==> src/rtl/cnn_pkg.sv <==
// Shared constants and types for the CNN datapath stages.
package cnn_pkg;

    localparam int POOL_MAX = 0;
    localparam int POOL_AVG = 1;

    // Default pixel width shared with the convolution stages.
    localparam int CNN_DW   = 13;

    // Row role inside a 2x2 pooling frame.
    typedef enum logic [1:0] {
        S_FILL = 2'd0,  // even row: horizontal pairs go into the line buffer
        S_EMIT = 2'd1,  // odd row: pairs combine with the buffer and emit
        S_DROP = 2'd2   // trailing row of an odd-height map: discarded
    } pool_state_e;

endpackage

==> src/rtl/pool_lane.sv <==
// One channel of the 2x2 pooling datapath: pair register, horizontal and
// vertical reduction, optional ReLU. Control comes from pool_relu_stream.
module pool_lane
    import cnn_pkg::*;
#(
    parameter int DW        = CNN_DW,
    parameter int POOL_MODE = POOL_MAX,
    parameter int RELU_EN   = 1
) (
    input  logic                 clk,
    input  logic                 rst,
    input  logic                 cap_i,   // capture the even-column pixel
    input  logic signed [DW-1:0] pix_i,   // current pixel
    input  logic signed [DW:0]   lb_i,    // line-buffer entry for this column pair
    output logic signed [DW:0]   hred_o,  // horizontal reduction of the pair
    output logic signed [DW-1:0] res_o    // pooled, rectified, truncated result
);

    logic signed [DW-1:0] pair_q;
    logic signed [DW:0]   pix_x;
    logic signed [DW:0]   pair_x;
    logic signed [DW+1:0] hred_x;
    logic signed [DW+1:0] lb_x;
    logic signed [DW+1:0] vsum;
    logic signed [DW+1:0] pooled;

    // Hold the left pixel of each horizontal pair.
    always_ff @(posedge clk) begin
        if (rst) begin
            pair_q <= '0;
        end else if (cap_i) begin
            pair_q <= pix_i;
        end
    end

    assign pix_x  = {pix_i[DW-1], pix_i};
    assign pair_x = {pair_q[DW-1], pair_q};

    // Horizontal reduction: one extra bit keeps the average-mode sum exact.
    always_comb begin
        if (POOL_MODE == POOL_AVG) begin
            hred_o = pair_x + pix_x;
        end else begin
            hred_o = (pix_x > pair_x) ? pix_x : pair_x;
        end
    end

    // Vertical reduction with the buffered row, then ReLU and truncation.
    // The arithmetic shift floors toward -inf, matching a divide-by-4 of
    // the window sum rounded down.
    always_comb begin
        hred_x = {hred_o[DW], hred_o};
        lb_x   = {lb_i[DW], lb_i};
        vsum   = hred_x + lb_x;
        if (POOL_MODE == POOL_AVG) begin
            pooled = vsum >>> 2;
        end else begin
            pooled = (hred_x > lb_x) ? hred_x : lb_x;
        end
        if ((RELU_EN != 0) && pooled[DW+1]) begin
            pooled = '0;
        end
        res_o = pooled[DW-1:0];
    end

endmodule

==> src/rtl/pool_relu_stream.sv <==
// Streaming 2x2/stride-2 pooling with optional ReLU over CH channels.
// Raster-order input, one half-row line buffer, registered output with
// valid/ready flow control.
module pool_relu_stream
    import cnn_pkg::*;
#(
    parameter int DW        = CNN_DW,
    parameter int CH        = 5,
    parameter int W         = 4,
    parameter int H         = 4,
    parameter int POOL_MODE = POOL_MAX,
    parameter int RELU_EN   = 1
) (
    input  logic             clk,
    input  logic             rst,
    input  logic             in_valid,
    output logic             in_ready,
    input  logic [CH*DW-1:0] in_data,
    output logic             out_valid,
    input  logic             out_ready,
    output logic [CH*DW-1:0] out_data,
    output logic             out_last,
    output logic             frame_done
);

    localparam int CW     = $clog2(W);
    localparam int RW     = $clog2(H);
    localparam int LBN    = W / 2;
    localparam int LAW    = (LBN > 1) ? $clog2(LBN) : 1;
    localparam int LW     = DW + 1;
    // Bottom-right pixel of the last complete window in the frame.
    localparam int LAST_R = 2 * (H / 2) - 1;
    localparam int LAST_C = 2 * (W / 2) - 1;

    pool_state_e        state_q, state_d;
    logic [CW-1:0]      col_q, col_d;
    logic [RW-1:0]      row_q, row_d;
    logic               out_valid_q;
    logic [CH*DW-1:0]   out_data_q;
    logic               out_last_q;
    logic               frame_done_q;

    logic [CH*LW-1:0]   lb_q [LBN];
    logic [CH*LW-1:0]   hred_all;
    logic [CH*DW-1:0]   res_all;

    logic               acc;
    logic               col_end;
    logic               row_end;
    logic               odd_col;
    logic [LAW-1:0]     lb_addr;
    logic               fill_wr;
    logic               emit;

    assign in_ready   = !out_valid_q || out_ready;
    assign out_valid  = out_valid_q;
    assign out_data   = out_data_q;
    assign out_last   = out_last_q;
    assign frame_done = frame_done_q;

    assign acc     = in_valid && in_ready;
    assign col_end = (col_q == CW'(W - 1));
    assign row_end = (row_q == RW'(H - 1));
    assign odd_col = col_q[0];
    assign lb_addr = LAW'(col_q >> 1);
    // For odd W the trailing column is even, so it never writes or emits.
    assign fill_wr = acc && odd_col && (state_q == S_FILL);
    assign emit    = acc && odd_col && (state_q == S_EMIT);

    for (genvar g = 0; g < CH; g++) begin : g_lane
        pool_lane #(
            .DW        (DW),
            .POOL_MODE (POOL_MODE),
            .RELU_EN   (RELU_EN)
        ) u_lane (
            .clk    (clk),
            .rst    (rst),
            .cap_i  (acc && !odd_col),
            .pix_i  (in_data[g*DW +: DW]),
            .lb_i   (lb_q[lb_addr][g*LW +: LW]),
            .hred_o (hred_all[g*LW +: LW]),
            .res_o  (res_all[g*DW +: DW])
        );
    end

    // State and raster counters.
    always_ff @(posedge clk) begin
        if (rst) begin
            state_q <= S_FILL;
            col_q   <= '0;
            row_q   <= '0;
        end else begin
            state_q <= state_d;
            col_q   <= col_d;
            row_q   <= row_d;
        end
    end

    // Next raster position and row role, advanced only on accepted beats.
    always_comb begin
        state_d = state_q;
        col_d   = col_q;
        row_d   = row_q;
        if (acc) begin
            if (col_end) begin
                col_d = '0;
                row_d = row_end ? '0 : row_q + 1'b1;
                case (state_q)
                    S_FILL:  state_d = S_EMIT;
                    S_EMIT: begin
                        if (row_end) begin
                            state_d = S_FILL;
                        end else if (row_q == RW'(H - 2)) begin
                            state_d = S_DROP;
                        end else begin
                            state_d = S_FILL;
                        end
                    end
                    default: state_d = S_FILL;
                endcase
            end else begin
                col_d = col_q + 1'b1;
            end
        end
    end

    // Even rows park their horizontal reductions for the row below.
    always_ff @(posedge clk) begin
        if (fill_wr) begin
            lb_q[lb_addr] <= hred_all;
        end
    end

    // Output register: a new result wins over a same-cycle consume.
    always_ff @(posedge clk) begin
        if (rst) begin
            out_valid_q  <= 1'b0;
            out_data_q   <= '0;
            out_last_q   <= 1'b0;
            frame_done_q <= 1'b0;
        end else begin
            frame_done_q <= acc && col_end && row_end;
            if (emit) begin
                out_valid_q <= 1'b1;
                out_data_q  <= res_all;
                out_last_q  <= (row_q == RW'(LAST_R)) && (col_q == CW'(LAST_C));
            end else if (out_ready) begin
                out_valid_q <= 1'b0;
                out_last_q  <= 1'b0;
            end
        end
    end

endmodule

==> config.mk <==
export PLATFORM = sky130hd
export DESIGN_NAME = pool_relu_stream
export DESIGN_NICKNAME = d
export VERILOG_FILES = /design/src/rtl/cnn_pkg.sv /design/src/rtl/pool_lane.sv /design/src/rtl/pool_relu_stream.sv
export SDC_FILE = /design/constraint.sdc
export NUM_CORES = 1
export LEC_CHECK = 0
export BUFFER_PORTS_ARGS = -buffer_cell sky130_fd_sc_hd__buf_2
export CAP_MARGIN = 20
export CORE_MARGIN = 2
export CORE_UTILIZATION = 45
export CTS_BUF_LIST = sky130_fd_sc_hd__clkbuf_2
export DETAILED_ROUTE_END_ITERATION = 6
export SLEW_MARGIN = 20
export SYNTH_ARGS = -nofsm -noshare
export SYNTH_HDL_FRONTEND = slang
export SYNTH_HIERARCHICAL = 1
export SYNTH_SLANG_ARGS = --single-unit
==> constraint.sdc <==
create_clock -name clk -period 10.6 [get_ports clk]
set_clock_uncertainty 0.05 [all_clocks]
set_input_delay 2.65 -clock clk [delete_from_list [all_inputs] [get_ports clk]]
set_output_delay 2.65 -clock clk [all_outputs]
set_load 0.005 [all_outputs]
== After elaboration in Yosys (flattened, before gate mapping) ==
Memory sizes are Yosys's and may differ from the RTL's. A register that Yosys moved wholly into a read port is not among the register bits.
Cells that the tools add are included.

* RAM bits: 140
* Register bits after elaboration: 139
* Bits of input ports: 69
* Memories: 1
* Output and inout bits: 69

{| class="wikitable"
|+ Memory list
! name !! depth !! bits a word !! read ports !! clocked after memory_dff !! write ports !! line !! text
|-
| lb_q || 2 || 70 || 1 || 1 || 1 || pool_relu_stream.sv:43 || <nowiki>logic [CH*LW-1:0] lb_q [LBN];</nowiki>
|}

* Mux-type cells: 27
* Add/sub/neg operators: 2
* $lt $le $gt $ge: 10
* Reduce and logical (&&, ||, !) cells: 14
* Equal/unequal tests: 4

{| class="wikitable"
|+ Operators by type and width
! cell !! number
|-
| 15-bit 2-to-1 mux || 5
|-
| 14-bit greater-than comparator || 5
|-
| 14-bit 2-to-1 mux || 5
|-
| 13-bit greater-than comparator || 5
|-
| 13-bit 2-to-1 mux || 5
|-
| 1-bit logical AND || 8
|-
| 2-bit 2-to-1 mux || 4
|-
| 1-bit 2-to-1 mux || 7
|-
| 2-bit equality test, second input constant || 3
|-
| 2-bit by 1-bit adder with 2-bit output, second input constant || 2
|-
| 2-bit case mux with 2 select lines || 1
|-
| 2-bit by 1-bit equality test with 1-bit output, second input constant || 1
|-
| 1-bit zero test || 2
|-
| 2-bit zero test || 1
|-
| 2-bit AND reduction || 1
|-
| 2-bit nonzero test || 1
|-
| 1-bit logical OR || 1
|}

== Logic depth before layout (Yosys ltp) ==
Gate-level depths: netlist (run 1).

* Depth after elaboration: 7
* Gate-level depth with buffers: 21

== Hierarchy ==
The synthesis (run 1) kept the hierarchy.

{| class="wikitable"
|+ Modules (own cells, without submodules)
! module !! times used !! area each (sq um) !! cells each
|-
| pool_lane || 5 || 1925.6 || 230
|-
| pool_relu_stream || 1 || 8450.6 || 556
|}

== Worst setup path before layout (run 1) ==
No wires, ideal clock.

* Kind: in2reg
* Start: input port in_valid
* End: memory lb_q[0][0] in the netlist's numbering (enable)
* Stages: 3
* Data arrival time: 7700 ps
* Library setup time: 585 ps
* Path slack: 2266 ps
* Path buffers: 1
* Data required time: 9965 ps
* Path through: buf_2 nand2_1 nor3_1

* Cells in the longest elaborated chain, start to end: 5

{| class="wikitable"
|+ Ends and longest elaborated chain
! element !! line !! text
|-
| from (decl) || pool_relu_stream.sv:16 || <nowiki>input logic in_valid,</nowiki>
|-
| 1-bit logical AND || pool_relu_stream.sv:61 || <nowiki>assign acc = in_valid && in_ready;</nowiki>
|-
| 1-bit logical AND (2 in series) || pool_relu_stream.sv:67 || <nowiki>assign fill_wr = acc && odd_col && (state_q == S_FILL);</nowiki>
|-
| 1-bit 2-to-1 mux || pool_relu_stream.sv:129 || <nowiki>if (fill_wr) begin</nowiki>
|-
| 1-bit 2-to-1 mux (not written as such) || pool_relu_stream.sv:130 || <nowiki>lb_q[lb_addr] <= hred_all;</nowiki>
|-
| to (decl) || pool_relu_stream.sv:43 ||
|}

Every way passes these cells.

== Worst setup path after layout (run 1) ==
* Start: input port in_data[12]
* End: register out_data_q[11], in the netlist out_data[11]

* Cells in the longest elaborated chain, start to end: 5

{| class="wikitable"
|+ Ends and longest elaborated chain
! element !! line !! text
|-
| from (decl) || pool_relu_stream.sv:18 || <nowiki>input logic [CH*DW-1:0] in_data,</nowiki>
|-
| 13-bit greater-than comparator || pool_lane.sv:44 || <nowiki>hred_o = (pix_x > pair_x) ? pix_x : pair_x;</nowiki>
|-
| 14-bit 2-to-1 mux (*) || pool_lane.sv:44 ||
|-
| net hred_all[12] || pool_relu_stream.sv:44 || <nowiki>logic [CH*LW-1:0] hred_all;</nowiki>
|-
| 14-bit greater-than comparator (*) || pool_lane.sv:58 || <nowiki>pooled = (hred_x > lb_x) ? hred_x : lb_x;</nowiki>
|-
| 15-bit 2-to-1 mux (*) || pool_lane.sv:58 ||
|-
| 13-bit 2-to-1 mux (*) || pool_lane.sv:60 || <nowiki>if ((RELU_EN != 0) && pooled[DW+1]) begin</nowiki>
|-
| net res_all[11] || pool_relu_stream.sv:45 || <nowiki>logic [CH*DW-1:0] res_all;</nowiki>
|-
| to (signal assigned) || pool_relu_stream.sv:145 || <nowiki>out_data_q <= res_all;</nowiki>
|-
| to (decl) || pool_relu_stream.sv:39 || <nowiki>logic [CH*DW-1:0] out_data_q;</nowiki>
|}

The timed path passes the listed nets; every way through them passes the cells marked *.
A chain may end at the register's enable or synchronous reset.

==> metrics.md, run 1 <==
| Metric | Value |
|---|---|
| P_leak | `about 0.0078 µW` |
| Final Max Tran Viols | `0` |
| Synth-to-Final Area Change | `6.97%` |
| Worst-Margin Slew | `0.854 ns` |
| Max-Cap Viols | `0` |
| All-layer global routing usage | `20.6%` |
| Fin area | `0.0193 mm²` |
| Post CTS Setup Buffer Count | `0` |
| Status | `completed` |
| Relative slew slack | `between 40% and 50%` |
| Die W | `204 µm` |
| Die Ht | `204 µm` |
| Vias per cell | `5.46` |
| Most frequent cells in the layout | `inv_1, nand2_1, edfxtp_1` |
| Crit-path cells | `buf_2 -> ha_1 -> nand4_4 -> nor4_4 -> a2111oi_2 -> a211oi_4 -> buf_4 -> o21ai_1 -> ha_1 -> nand4_1 -> o41ai_4 -> buf_4 -> nor4b_1 -> a221o_1 -> nand2b_1 -> mux2i_1` |
| CTS tree | `built` |
| Commonest non-fill, non-tap cell in the layout | `inv_1` |
| Die area | `approximately 0.042 mm²` |
| Flops & latches, synth | `280` |
| Routability cong. | `0.842` |
| Max Clk Rate | `149 MHz` |
| Post-synth ARST share | `0%` |
| Crit-path max FO | `39` |
| DR iter-0 viols | `approximately 650` |
| Slowest CP cell | `o41ai_4` |
| Final Hold Fails | `0` |
| Drc violations | `0` |
| Gate Count Post-Synth | `1706` |
| Clock Latency Late Sink | `~0.90 ns` |
| Syn Area/Cell | `roughly 11 µm²` |
| Critical Path RT | `11.32 ns` |
| Clk slew on worst S/H paths | `roughly 0.10 ns` |
| Num CTS Buffers | `80` |
| Routed wire length | `approximately 43000 µm` |
| Setup TNS | `0 ns` |
| Average wire per cell in the routed design | `between 15 and 20 µm` |
| Nets@finish | `2041` |
| Via count | `~13000` |
| Worst IR Drop VDD | `0.0563 mV` |
| Share of cells above drive strength 1 | `between 20% and 30%` |
| Syn Std Cell Area | `between 0.015 and 0.02 mm²` |
| CP arrival | `7.45 ns` |
| Largest area contributor in the netlist | `edfxtp_1` |
| Ys flop type | `edfxtp_1` |
| Syn nets | `1913` |
| DR pass1 iterations | `5` |
| Top cells by area, synth | `edfxtp_1, dfxtp_1, ha_1` |
| First-pass GRT wire length | `69000 µm` |
| Post-DP HPWL | `28300 µm` |
| Vias in the first global route | `13200` |
| CTS max path bufs | `3` |
| CP Class | `in2reg` |
| CP peak stage delay | `0.82 ns` |
| Dpl cell area | `0.0186 mm²` |
| Core box area | `0.0397 mm²` |
| Root buf cell | `clkbuf_2` |
| Std-Cell Rows | `73` |
| CP delay by family, top | `compound AO/OA/AOI/OAI gates` |
| Synth warn | `6` |
| Hold Path Class | `reg2reg` |
| Synth cell types | `53` |
| # setup viols final | `0` |
| Seq/Total Area, Yosys | `38.8%` |
| H-tree levels | `3` |
| Power Dens Cells | `141 mW/mm²` |
| Detail Route Antenna Nets | `0` |
| Initial antenna violation count | `1` |
| Period utilization | `63.5%` |
| # clock sinks | `280` |
| Post-synth EDFFs | `between 100 and 150` |
| Largest net degree at the start of global routing | `125` |
| Startpoint Class | `input port` |
| Synth top area share | `around a quarter` |
| Total I/O pin count | `138` |
| Crit. End Element | `register` |
| Port Buffers | `137` |
| RSZ-0062 raised after global routing | `no` |
| Fin crit period | `6.73 ns` |
| Gates resized, CTS repair | `0` |
| Remaining global-route overflow | `0` |
| Worst path buffer plus inverter count | `3` |
| Hold_buf cts | `0` |
| Fill cells | `roughly 3800` |
| Starting Density | `45.5%` |
power breakdown:
group	leakage [µW]	switching, µW	total [µW]	internal [µW]
Clock	0.000580	461	803	342
Combinational	0.00480	457	725	269
Sequential	0.00243	19.5	1210	1190
path summary, 6_finish.rpt:
kind                                             from                   endpoint  slack [ns]  cells after the start
max reg2reg  g_lane[0].u_lane/pair_q[12]$_SDFFE_PP0P_  out_data[11]$_SDFFE_PP0P_        5.23                     16
max                                       in_data[12]  out_data[11]$_SDFFE_PP0P_        3.87                     16
min reg2reg                 out_data[32]$_SDFFE_PP0P_  out_data[32]$_SDFFE_PP0P_        0.42                      2
min                         out_data[32]$_SDFFE_PP0P_  out_data[32]$_SDFFE_PP0P_        0.42                      2
state kept, by name, summed over array words and instances, names as in the netlist, 2 cells and up, named ones only:
register              count
lb_q                    140
g_lane.u_lane/pair_q     65
out_data                 65
col_q                     2
row_q                     2
state_q                   2
routing by layer:
layer	up-vias	share of wire, %	GRT usage (%)
li1	6517	-	-
met1	6335	46	26.8
met2	317	47	33.8
met3	60	4.5	3.79
met4	0	1.9	7.76
met5	-	0	0
per-stage QoR:
stage | worst slack, ns | instances | total power (µW) | utilization [%] | hold slack [ns]
2_1_floorplan | 2.27 | 1706 | 1840 | - | 0.407
3_3_place_gp | 2.86 | 2276 | 1930 | 46.8 | 0.407
3_5_place_dp | 2.98 | 2276 | 1950 | 46.8 | 0.409
4_1_cts | 4.05 | 2420 | 2780 | 48.6 | 0.427
5_1_grt | 3.60 | 2423 | 2920 | 48.7 | 0.447
6_report | 3.87 | 2423 | 2730 | 48.7 | 0.422
synth_stat cells, types with 6 or more instances:
master and number:
nand2b_1 135, a21oi_2 10, nand4_1 17, bufbuf_8 10, a21o_1 10, nand4_4 10
nor4_1 20, nand3_1 11, nor2_1 88, buf_8 6, buf_4 11, o21ai_1 60
buf_2 17, a41o_1 6, mux2i_1 135, a221o_1 60, edfxtp_1 140, nor4_2 50
nand2_1 143, a21oi_1 43, o21ai_0 17, clkbuf_8 20, buf_6 16, ha_1 138
nor4b_1 55, inv_1 156, mux2_2 71, dfxtp_1 140, nor3_1 9, clkbuf_1 28
cell type report:
type                    count  area [µm²]  area share [%]
well taps                 525         657            3.40
flip-flops and latches    280        7010            36.3
inverters                 162         613            3.17
multi-input cells        1151        9450            48.9
diodes                      2        5.00          0.0259
clock inverters            14        78.8           0.408
clock buffers             130         651            3.36
repair buffers            159         870            4.50
cells by family (layout without fill, tap and decap cells):
family                   count (synthesis)  in the layout  synth area share [%]
AO/OA/AOI/OAI                          248            248                  10.9
adder cells (fa/ha/maj)                138            138                  9.55
buffers and inverters                  275            465                  9.05
flip-flops                             280            280                  38.8
multiplexers                           206            206                  11.9
other                                    0              2                     0
AND/OR/NAND/NOR                        559            559                  19.9
tightest hold or removal path, cell delays in order, from the launching register on:
cell      delay [ns]
dfxtp_1         0.31
nand2b_1        0.06
mux2i_1         0.05
(Power assumes the default switching activity.)
==> run 2, diff against run 1 <==
==> constraint.sdc (replaced) <==
create_clock -name clk -period 7.1 [get_ports clk]
set_clock_uncertainty 0.05 [all_clocks]
set_input_delay 1.775 -clock clk [delete_from_list [all_inputs] [get_ports clk]]
set_output_delay 1.775 -clock clk [all_outputs]
set_load 0.005 [all_outputs]
==> run 2 against run 1 <==
  * Core utilization increased by 0.22 points
  * Worst hold slack about the same
  * Die area unchanged
  * Wire length increased by 0.16%
  * Largest cell class unchanged
  * Highest routed layer unchanged
==> metrics.md, run 2 (synthesis results as in run 1) <==
| Metric | Value |
|---|---|
| Status | `completed (unchanged)` |
| Gates resized, CTS repair | `0 (unchanged)` |
| Fin util | `48.9% (was 48.7%)` |
| Average wire per cell in the routed design | `17.6 µm (about the same)` |
| Detail Route Antenna Nets | `0 (unchanged)` |
| Die Ht | `204 µm (unchanged)` |
| R2R depth | `19 (was 16)` |
| Non-filler cells in the finished layout | `2435 (was 2423)` |
| Nets@finish | `2051 (was 2041)` |
| Worst path buffer plus inverter count | `4 (was 3)` |
| Synth-to-Final Area Change | `7.45% (was 6.97%)` |
| Clock Power Share | `29.8% (was 29.4%)` |
| Final Hold Fails | `0 (unchanged)` |
| Post-DP HPWL | `29200 µm (was 28300 µm)` |
| Fin crit period | `5.35 ns` |
| Max-Cap Viols | `0 (unchanged)` |
| CP arrival | `6.12 ns (was 7.45 ns)` |
| Crit-path max FO | `29 (was 39)` |
| CP Class | `in2reg (unchanged)` |
| Worst-Margin Slew | `0.778 ns (was 0.854 ns)` |
| Die area | `0.0418 mm² (unchanged)` |
| Starting Density | `45.5% (unchanged)` |
| Critical Path RT | `7.88 ns (was 11.32 ns)` |
| Remaining global-route overflow | `0 (unchanged)` |
| CTS max path bufs | `3 (unchanged)` |
| Worst IR Drop VDD | `0.0901 mV (was 0.0563 mV)` |
| Max Clk Rate | `about 190 MHz` |
| P_int | `2710 µW (was 1800 µW)` |
| Drc violations | `0 (unchanged)` |
| Vias in the first global route | `13400 (was 13200)` |
| Crit. End Element | `register (unchanged)` |
| Slowest CP cell | `ha_1 (was o41ai_4)` |
| Switch share | `34.3% (about the same)` |
| FF-to-FF End | `out_data[19]$_SDFFE_PP0P_ (was out_data[11]$_SDFFE_PP0P_)` |
| Routability cong. | `0.813 (was 0.842)` |
| RSZ-0062 raised after global routing | `no (unchanged)` |
| P_leak | `0.00786 µW (was 0.00781 µW)` |
| Power Dens Cells | `212 mW/mm² (was 141 mW/mm²)` |
| Std-Cell Rows | `73 (unchanged)` |
| Die W | `204 µm (unchanged)` |
| Placed insts | `2286 (was 2276)` |
| Num CTS Buffers | `81 (was 80)` |
| Clk slew on worst S/H paths | `0.08 ns (was 0.10 ns)` |
| Reg power frac | `43.7% (was 44.1%)` |
| First-pass GRT wire length | `69000 µm (about the same)` |
| Hold Path Class | `reg2reg (unchanged)` |
| CTS tree | `built (unchanged)` |
| Commonest non-fill, non-tap cell in the layout | `inv_1 (unchanged)` |
| # setup viols final | `0 (unchanged)` |
| H-tree levels | `3 (unchanged)` |
| All-layer global routing usage | `20.6% (about the same)` |
| Hold path start | `out_data[51]$_SDFFE_PP0P_ (was out_data[32]$_SDFFE_PP0P_)` |
| Final Max Tran Viols | `0 (unchanged)` |
| Clock Latency Late Sink | `0.94 ns (was 0.90 ns)` |
| FF-to-FF Start | `g_lane[1].u_lane/pair_q[12]$_SDFFE_PP0P_ (was g_lane[0].u_lane/pair_q[12]$_SDFFE_PP0P_)` |
| Hold depth | `2 (unchanged)` |
| Critical Path Start | `in_data[64] (was in_data[12])` |
| CP peak stage delay | `0.43 ns (was 0.82 ns)` |
| P_sw | `1410 µW (was 937 µW)` |
| Biggest register | `lb_q (unchanged)` |
| Routed wire length | `42800 µm (was 42700 µm)` |
| Largest register FFs | `140 (unchanged)` |
| Initial antenna violation count | `2 (was 1)` |
| # clock sinks | `280 (unchanged)` |
| Largest net degree at the start of global routing | `83 (was 125)` |
| DR pass1 iterations | `6 (was 5)` |
| DR iter-0 viols | `636 (was 653)` |
| Gate power share | `26.4% (was 26.5%)` |
| Crit-path cells | `buf_2 -> ha_1 -> nand4_4 -> nor4_4 -> a2111oi_2 -> a211oi_4 -> buf_4 -> buf_4 -> nand2_1 -> o21ai_1 -> ha_1 -> nand3_1 -> o221ai_1 -> a21oi_2 -> buf_4 -> o21a_2 -> a221o_1 -> nand2b_1 -> mux2i_1 (was buf_2 -> ha_1 -> nand4_4 -> nor4_4 -> a2111oi_2 -> a211oi_4 -> buf_4 -> o21ai_1 -> ha_1 -> nand4_1 -> o41ai_4 -> buf_4 -> nor4b_1 -> a221o_1 -> nand2b_1 -> mux2i_1)` |
| Vias per cell | `5.46 (about the same)` |
| Pwr Total | `4120 µW (was 2730 µW)` |
| Hold EP | `out_data[51]$_SDFFE_PP0P_ (was out_data[32]$_SDFFE_PP0P_)` |
| Most frequent cells in the layout | `inv_1, nand2_1, edfxtp_1 (unchanged)` |
| Most frequent CP cell | `buf_4` |
| Reg2Reg Setup Slack | `2.11 ns (was 5.23 ns)` |
| Hold_buf cts | `0 (unchanged)` |
| Via count | `13300 (was 13200)` |
| Post CTS Setup Buffer Count | `0 (unchanged)` |
| Relative slew slack | `48.0% (was 42.9%)` |
| Total I/O pin count | `138 (unchanged)` |
| Period utilization | `roughly 75%` |
| Share of cells above drive strength 1 | `25.5% (was 25.1%)` |
| CP delay by family, top | `compound AO/OA/AOI/OAI gates (unchanged)` |
| Startpoint Class | `input port (unchanged)` |
| Root buf cell | `clkbuf_2 (unchanged)` |
| Setup TNS | `0 ns (unchanged)` |
| Port Buffers | `137 (unchanged)` |
| Core box area | `0.0397 mm² (unchanged)` |
## run 2: worst max-delay path by stage
stage	endpoint	slack, ns	cells after the start
2_1_floorplan	lb_q[0][0]$_DFFE_PP_	-0.36	3
3_3_place_gp	out_data[19]$_SDFFE_PP0P_	0.93	16
3_5_place_dp	out_data[19]$_SDFFE_PP0P_	0.84	16
4_1_cts	out_data[52]$_SDFFE_PP0P_	1.87	19
5_1_grt	out_data[50]$_SDFFE_PP0P_	1.54	16
6_report	out_data[52]$_SDFFE_PP0P_	1.75	19
## run 2: cell type report
class                   instances  area (µm²)
clock buffers                 133         666
repair buffers                168         950
inverters                     162         613
diodes                          2        5.00
well taps                     525         657
flip-flops and latches        280        7010
fillers                      3771       20300
multi-input cells            1151        9450
clock inverters                14        78.8
## run 2: stage by stage
stage	instance area, µm²	worst slack (ns)	hold slack, ns
2_1_floorplan	18100	-0.359	0.407
3_3_place_gp	18700	0.929	0.406
3_5_place_dp	18700	0.841	0.407
4_1_cts	19400	1.87	0.427
5_1_grt	19400	1.54	0.439
6_report	19400	1.75	0.422
## run 2: worst reg2reg max path: cells and delay by family (launching register included)
kind                       cells  cell delay, ns
AOI/OAI and AO/OA              8            2.01
adders and majority gates      2            0.77
buffers and inverters          3            0.83
DFF                            1            0.34
muxes                          1            0.07
and+or+nand+nor                5            0.79
## run 2: layer usage
metal	part of all wire [%]	wire length (µm)	track usage (%)	vias up
met5	0	0	0	-
met2	48	20500	34.4	308
met1	45	19400	26.3	6370
met3	4.2	1800	4.05	85
li1	-	-	-	6532
met4	2.5	1070	7.84	0
## run 2: power groups by stage
| stage | clock network, µW | registers (µW) | logic [µW] |
|---|---|---|---|
| 3_3_place_gp | 0 | 1840 | 1060 |
| 5_1_grt | 1380 | 1810 | 1210 |
| 2_1_floorplan | 0 | 1830 | 918 |
| 3_5_place_dp | 0 | 1840 | 1090 |
| 6_report | 1230 | 1800 | 1090 |
| 4_1_cts | 1300 | 1800 | 1090 |
==> run 3, diff against run 2 <==
==> constraint.sdc (replaced) <==
create_clock -name clk -period 5.17 [get_ports clk]
set_clock_uncertainty 0.05 [all_clocks]
set_input_delay 1.2925 -clock clk [delete_from_list [all_inputs] [get_ports clk]]
set_output_delay 1.2925 -clock clk [all_outputs]
set_load 0.005 [all_outputs]
==> run 3 against run 2 <==
  * First-iteration DRC count is 1.7% lower
  * Global-route usage fell by 0.078 points
  * Sequential share of layout area down 0.94 points
  * Wire length down 1.2%
  * Sequential power grew 38%
  * Final area increased by 2.7%
  * Via count down 0.47%
  * Highest routed layer unchanged
==> metrics.md, run 3 (synthesis results as in run 1) <==
| Metric | Value |
|---|---|
| # setup viols final | `0 (unchanged)` |
| Clock Latency Late Sink | `0.91 ns (was 0.94 ns)` |
| Starting Density | `45.5% (unchanged)` |
| First-pass GRT wire length | `69000 µm (about the same)` |
| Share of cells above drive strength 1 | `27.2% (was 25.5%)` |
| Post-DP HPWL | `29500 µm (was 29200 µm)` |
| Largest net degree at the start of global routing | `129 (was 83)` |
| All-layer global routing usage | `20.5% (was 20.6%)` |
| Clk slew on worst S/H paths | `0.11 ns (was 0.08 ns)` |
| CP arrival | `5.17 ns (was 6.12 ns)` |
| Hold_buf cts | `0 (unchanged)` |
| Crit. End Element | `register (unchanged)` |
| Most frequent cells in the layout | `inv_1, nand2_1, edfxtp_1 (unchanged)` |
| DR iter-0 viols | `625 (was 636)` |
| Crit-path max FO | `25 (was 29)` |
| DR pass1 iterations | `5 (was 6)` |
| CP delay by family, top | `compound AO/OA/AOI/OAI gates (unchanged)` |
| Total I/O pin count | `138 (unchanged)` |
| # clock sinks | `280 (unchanged)` |
| Drc violations | `0 (unchanged)` |
| Gates resized, CTS repair | `0 (unchanged)` |
| Startpoint Class | `register (was input port)` |
| CP peak stage delay | `0.47 ns (was 0.43 ns)` |
| Fin crit period | `4.47 ns` |
| Die Ht | `204 µm (unchanged)` |
| Commonest non-fill, non-tap cell in the layout | `inv_1 (unchanged)` |
| Post CTS Setup Buffer Count | `0 (unchanged)` |
| Routability cong. | `0.814 (was 0.813)` |
| Max Clk Rate | `224 MHz` |
| Max-Cap Viols | `0 (unchanged)` |
| Routed wire length | `42200 µm (was 42800 µm)` |
| Setup TNS | `0 ns (unchanged)` |
| Vias per cell | `5.33 (was 5.46)` |
| Slowest CP cell | `ha_1 (unchanged)` |
| P_leak | `0.00814 µW (was 0.00786 µW)` |
| Status | `completed (unchanged)` |
| Average wire per cell in the routed design | `17.0 µm (was 17.6 µm)` |
| Detail Route Antenna Nets | `0 (unchanged)` |
| Power Dens Cells | `286 mW/mm² (was 212 mW/mm²)` |
| RSZ-0062 raised after global routing | `no (unchanged)` |
| Fill cells | `3691 (was 3771)` |
| Port Buffers | `137 (unchanged)` |
| Die area | `0.0418 mm² (unchanged)` |
| Vias in the first global route | `13500 (was 13400)` |
| Most frequent CP cell | `ha_1 (was buf_4)` |
| Biggest register | `lb_q (unchanged)` |
| Core box area | `0.0397 mm² (unchanged)` |
| Initial antenna violation count | `1 (was 2)` |
| Final Hold Fails | `0 (unchanged)` |
| Crit-path cells | `inv_1 -> ha_1 -> nand4_4 -> nor4_4 -> a2111oi_2 -> a211oi_4 -> buf_12 -> o21ai_1 -> ha_1 -> nand4_1 -> nor3_1 -> a21oi_2 -> o21a_2 -> a221o_1 -> nand2b_1 -> mux2i_1 (was buf_2 -> ha_1 -> nand4_4 -> nor4_4 -> a2111oi_2 -> a211oi_4 -> buf_4 -> buf_4 -> nand2_1 -> o21ai_1 -> ha_1 -> nand3_1 -> o221ai_1 -> a21oi_2 -> buf_4 -> o21a_2 -> a221o_1 -> nand2b_1 -> mux2i_1)` |
| Remaining global-route overflow | `0 (unchanged)` |
| Pre-CTS WS | `-0.0693 ns (was 0.841 ns)` |
| Relative slew slack | `36.7% (was 48.0%)` |
| Hold Path Class | `reg2reg (unchanged)` |
| Num CTS Buffers | `81 (unchanged)` |
| CTS max path bufs | `3 (unchanged)` |
| Nets@finish | `2098 (was 2051)` |
| Std-Cell Rows | `73 (unchanged)` |
| H-tree levels | `3 (unchanged)` |
| Largest register FFs | `140 (unchanged)` |
| Critical Path RT | `5.88 ns (was 7.88 ns)` |
| Final Max Tran Viols | `0 (unchanged)` |
| Root buf cell | `clkbuf_2 (unchanged)` |
| Period utilization | `86.4%` |
| Worst IR Drop VDD | `0.151 mV (was 0.0901 mV)` |
| Worst-Margin Slew | `0.950 ns (was 0.778 ns)` |
| Via count | `13200 (was 13300)` |
| Worst setup margin | `0.702 ns (was 1.75 ns)` |
| Synth-to-Final Area Change | `10.3% (was 7.45%)` |
| CTS tree | `built (unchanged)` |
| Worst path buffer plus inverter count | `2 (was 4)` |
| Die W | `204 µm (unchanged)` |
| CP Class | `reg2reg (was in2reg)` |
==> run 3: per-stage QoR <==
step | total power [µW] | instances | hold slack, ns | util (%) | area, µm²
3_3_place_gp | 4110 | 2333 | 0.408 | 48.4 | 19200
6_report | 5710 | 2481 | 0.423 | 50.2 | 19900
4_1_cts | 5810 | 2480 | 0.427 | 50.2 | 19900
5_1_grt | 6100 | 2481 | 0.447 | 50.2 | 19900
2_1_floorplan | 3770 | 1706 | 0.407 | - | 18100
3_5_place_dp | 4150 | 2333 | 0.407 | 48.4 | 19200
==> run 3: report_power, final <==
group / internal, µW / switching (µW) / total, µW
combinational: 680 / 947 / 1630
clock: 652 / 948 / 1600
sequential: 2430 / 45.0 / 2480
total: 3760 / 1940 / 5710
==> run 3: path summary, 6_finish.rpt <==
check | slack (ns) | to | startpoint | cells past startpoint
hold / removal | 0.42 | out_data[60]$_SDFFE_PP0P_ | out_data[60]$_SDFFE_PP0P_ | 2
setup / recovery | 0.70 | out_data[61]$_SDFFE_PP0P_ | g_lane[4].u_lane/pair_q[12]$_SDFFE_PP0P_ | 16
setup reg to reg | 0.70 | out_data[61]$_SDFFE_PP0P_ | g_lane[4].u_lane/pair_q[12]$_SDFFE_PP0P_ | 16
hold reg to reg | 0.42 | out_data[60]$_SDFFE_PP0P_ | out_data[60]$_SDFFE_PP0P_ | 2
==> run 3: area by class of cell <==
cell class                      count  area [µm²]  area share (%)
Sequential cell                   280        7010            35.1
Inverter                          162         613            3.07
Clock buffer                      129         646            3.24
Timing Repair Buffer              215        1500            7.53
Multi-Input combinational cell   1151        9450            47.4
Antenna cell                        1        2.50          0.0125
Tap cell                          525         657            3.29
Clock inverter                     18        68.8           0.345
==> run 3: worst min-delay path: cells and delay by family (launching register included) <==
family	cells	cell delay, ns
flip-flops	1	0.31
AND/OR/NAND/NOR	1	0.06
multiplexers	1	0.06
==> run 3: layer usage <==
| layer | wire length [µm] | GRT usage [%] | vias to the layer above | part of all wire (%) |
|---|---|---|---|---|
| li1 | - | - | 6611 | - |
| met1 | 19200 | 25.8 | 6310 | 45 |
| met2 | 20300 | 34.6 | 245 | 48 |
| met3 | 1750 | 3.94 | 67 | 4.1 |
| met4 | 1020 | 8.20 | 0 | 2.4 |
| met5 | 0 | 0 | - | 0 |
